$ cat src/rtl/if_id_latch.sv
// IF/ID pipeline latch with stall/flush handling, HALT drain sequencing
// and a sticky fetch-error flag.
module if_id_latch (
  input  logic        clk,
  input  logic        rst,
  input  logic [15:0] instr_in,
  input  logic [15:0] pc_next_in,
  input  logic        fetch_err,
  input  logic        stall,
  input  logic        flush,
  output logic [15:0] instr_out,
  output logic [15:0] pc_next_out,
  output logic        valid_out,
  output logic        halted,
  output logic        err
);

  localparam logic [15:0] NOP = 16'h0800;
  localparam logic [4:0]  HALT_OP = 5'b00000;

  typedef enum logic [1:0] {
    RUN,
    DRAIN,
    HALTED
  } state_t;

  state_t      state, state_n;
  logic [1:0]  dcnt, dcnt_n;
  logic [15:0] instr_n, pc_n;
  logic        valid_n, halted_n;

  always_ff @(posedge clk) begin
    if (rst) begin
      state       <= RUN;
      dcnt        <= 2'd0;
      instr_out   <= NOP;
      pc_next_out <= 16'h0000;
      valid_out   <= 1'b0;
      halted      <= 1'b0;
      err         <= 1'b0;
    end else begin
      state       <= state_n;
      dcnt        <= dcnt_n;
      instr_out   <= instr_n;
      pc_next_out <= pc_n;
      valid_out   <= valid_n;
      halted      <= halted_n;
      err         <= err | fetch_err;
    end
  end

  always_comb begin
    state_n  = state;
    dcnt_n   = dcnt;
    instr_n  = instr_out;
    pc_n     = pc_next_out;
    valid_n  = valid_out;
    halted_n = halted;
    unique case (state)
      RUN: begin
        if (flush) begin
          instr_n = NOP;
          valid_n = 1'b0;
        end else if (!stall) begin
          instr_n = instr_in;
          pc_n    = pc_next_in;
          valid_n = 1'b1;
          if (instr_in[15:11] == HALT_OP) begin
            state_n = DRAIN;
            dcnt_n  = 2'd0;
          end
        end
      end
      DRAIN: begin
        if (flush) begin
          state_n = RUN;
          dcnt_n  = 2'd0;
          instr_n = NOP;
          valid_n = 1'b0;
        end else if (!stall) begin
          instr_n = NOP;
          valid_n = 1'b0;
          // dcnt saturates at 3; the 4th drain edge halts instead
          if (dcnt == 2'd3) begin
            state_n  = HALTED;
            halted_n = 1'b1;
          end else begin
            dcnt_n = dcnt + 2'd1;
          end
        end
      end
      HALTED: begin
      end
      default: begin
        state_n = RUN;
      end
    endcase
  end

endmodule

$ cat config.mk
export PLATFORM = sky130hd
export DESIGN_NAME = if_id_latch
export DESIGN_NICKNAME = d
export VERILOG_FILES = /design/src/rtl/if_id_latch.sv
export SDC_FILE = /design/constraint.sdc
export NUM_CORES = 1
export LEC_CHECK = 0
export ABC_AREA = 1
export CORE_MARGIN = 10
export CORE_UTILIZATION = 35
export CTS_BUF_LIST = sky130_fd_sc_hd__clkbuf_8
export CTS_CLUSTER_DIAMETER = 200
export DETAILED_ROUTE_END_ITERATION = 12
export PLACE_DENSITY = 0.75
export SLEW_MARGIN = 25
export SYNTH_ARGS = -nofsm -noshare
export SYNTH_HDL_FRONTEND = slang
export SYNTH_SLANG_ARGS = --single-unit
$ cat constraint.sdc
create_clock -name clk -period 1.2 [get_ports clk]
set_input_delay 0.12 -clock clk [delete_from_list [all_inputs] [get_ports clk]]
set_output_delay 0.12 -clock clk [all_outputs]
set_load 0.01 [all_outputs]
==> flow_metrics.env <==
export IMPL_wl_per_cell_um=13.1
export IMPL_ir_drop_mv=0.828
export IMPL_worstPathArrival_ps=1290
export IMPL_drc=0
export IMPL_hold_path_class="in2reg"
export IMPL_p_per_area_nw_per_um2=1210
export IMPL_grt_pass1_vias=1586
export IMPL_area_growth_pct=64.4
export IMPL_start_util_pct=36.7
export IMPL_layout_nets=321
export IMPL_maxCapViolations=0
export IMPL_io_buffers=71
export IMPL_use_met3_pct=6.69
export IMPL_io_pin_count=72
export IMPL_use_met1_pct=12.7
export IMPL_clock_sinks=39
export IMPL_yosysTopAreaCell="dfxtp_1"
export IMPL_antenna_found_initial=0
export IMPL_core_area_um2=4090
export IMPL_synth_nets=238
export IMPL_layout_common_cells="46 x nand2_1, 46 x nor2_1, 36 x dfxtp_1, 36 x clkdlybuf4s50_1, 35 x dlygate4sd2_1"
export IMPL_synth_area_um2=1500
export IMPL_numCtsBuffers=5
export IMPL_vias_per_cell=4.57
export IMPL_synth_cell_types=22
export IMPL_rrSetupSlack_ps=100
export IMPL_setup_viol=0
export IMPL_avgSynthCellArea_um2=7.49
export IMPL_synth_cells=200
export IMPL_cts_max_path_buffers=2
export IMPL_die_area_um2=7300
export IMPL_relSlewSlack_pct=86.5
export IMPL_clock_skew_ps=3.47
export IMPL_cp_required_ps=1380
export IMPL_hold_viol_final=0
export IMPL_placementRows=23
export IMPL_seq_area_frac_synth_pct=52.1
export IMPL_cp_start_kind="input pin"
export IMPL_worstSetupEndpointType="register"
export IMPL_drt_total_wl_mm=4.37
export IMPL_slew_viol_final=0
export IMPL_cts_tree="yes"
export IMPL_fin_util_pct=60.3
export IMPL_fin_cells=334
export IMPL_hold_ws_ps=391
export IMPL_grt_first_pass_wirelength_mm=7.31
export IMPL_synth_top_area_share_pct=52.1
export IMPL_worstSkewPairLatency_ps=290
export IMPL_timing_fmax_mhz=898
export IMPL_yosysWarnings=0
export IMPL_htreeDepth=2
export IMPL_design_area_um2=2460
export IMPL_grtUsageTotal_pct=12.0
export IMPL_cts_root_buf="clkbuf_8"
export IMPL_grt_busiest_layer="met2"
export IMPL_die_y_um=85.4
export IMPL_p_leak_uw=0.00112
export IMPL_dpl_cell_area_um2=2370
export IMPL_clk_pin_slew_ps=80
export IMPL_drt_first_iter_violations=57
export IMPL_placed_cells=326
export IMPL_grt_max_degree=21
export IMPL_dr_pass1_iters=4
export IMPL_status="finished clean"
export IMPL_netlist_top_cells_area="dfxtp_1 52%, nand2_1 12%, nor2_1 12%"
export IMPL_chipWidth_um=85.4
export IMPL_drtAntennaViolNets=0
export IMPL_rsz0062_at_grt="no"
export IMPL_grt_overflow_total=0
export IMPL_worstSetupPathType="in2reg"
export IMPL_cp_max_fo=7
export IMPL_antenna_cells=0
export IMPL_dp_hpwl_mm=3.42
export IMPL_nFillCells=401
export IMPL_place_gp_congestion=0.785
export IMPL_period_share_pct=92.8
export IMPL_drive_gt1_share_pct=13.4
export IMPL_use_met2_pct=19.5
export IMPL_num_vias=1528
export IMPL_max_slew_worst_pin_slew_ps=202
export IMPL_period_needed_ps=1110
export IMPL_synth_ff_latch_count=39
synthesized netlist by cell type (all sizes together):
cell type / number
nand3: 4
a21oi: 18
dfxtp: 39
inv: 8
clkbuf: 2
buf: 7
o22ai: 1
o21ai: 17
nor2: 49
nand3b: 1
nand2: 50
a31oi: 1
clkinv: 1
nor3: 1
ha: 1
power breakdown:
group	total, uW	internal (uW)	switching, uW
clock	1120	673	449
combinational	468	263	205
sequential	1390	1360	31.8
critical path, cell delays in order:
cell	delay, ps
clkdlybuf4s50_1	460
nor2_2	210
nand2_4	110
buf_4	170
o21ai_0	170
nor2_1	70
per-stage QoR:
stage,total power (uW),setup WS (ps),setup TNS (ps)
floorplan,1600,157,0
global placement,1930,-161,-4990
detailed placement,1940,-235,-6360
CTS,3020,12.4,0
global route,3120,9.28,0
finish,2980,86.3,0
flip-flops by register name, summed over array words and instances, names as in the netlist:
| name | flops |
|---|---|
| halted | 1 |
| state | 2 |
| dcnt | 2 |
| err | 1 |
| pc_next_out | 16 |
| instr_out | 16 |
| valid_out | 1 |
final timing paths:
kind            startpoint  cells after the start        endpoint
min reg2reg  instr_out[15]                      2   instr_out[15]
max                  flush                      6  pc_next_out[3]
min            instr_in[4]                      3    instr_out[4]
max reg2reg       state[1]                      5  pc_next_out[3]
per-layer routing:
| metal | routed length, um | share of wire (%) |
|---|---|---|
| met1 | 1760 | 40 |
| met2 | 2040 | 47 |
| met3 | 526 | 12 |
| met4 | 51 | 1.2 |
| met5 | 0 | 0 |
timing repair:
item                       CTS  global route
setup buffers                0             0
pin swaps                    0             1
setup endpoints to repair   35            33
resized for setup           35            11
hold buffers                 0             0
cell families after synthesis:
family                   share of synthesized area, %
AO/OA/AOI/OAI                                    12.5
adder cells (fa/ha/maj)                         0.835
buffers and inverters                            6.26
flip-flops                                       52.1
AND/OR/NAND/NOR                                  28.3
area by class of cell:
class                   instances  area [um^2]  share of cell area, %
clock buffers                   6         82.6                   3.35
clock inverters                 2         35.0                   1.42
flip-flops and latches         39          787                   31.9
multi-input cells             143          639                   25.9
inverters                       9         36.3                   1.47
well taps                      50         62.6                   2.54
repair buffers                 85          822                   33.4
Note: power is estimated with default switching activity, not from simulation.
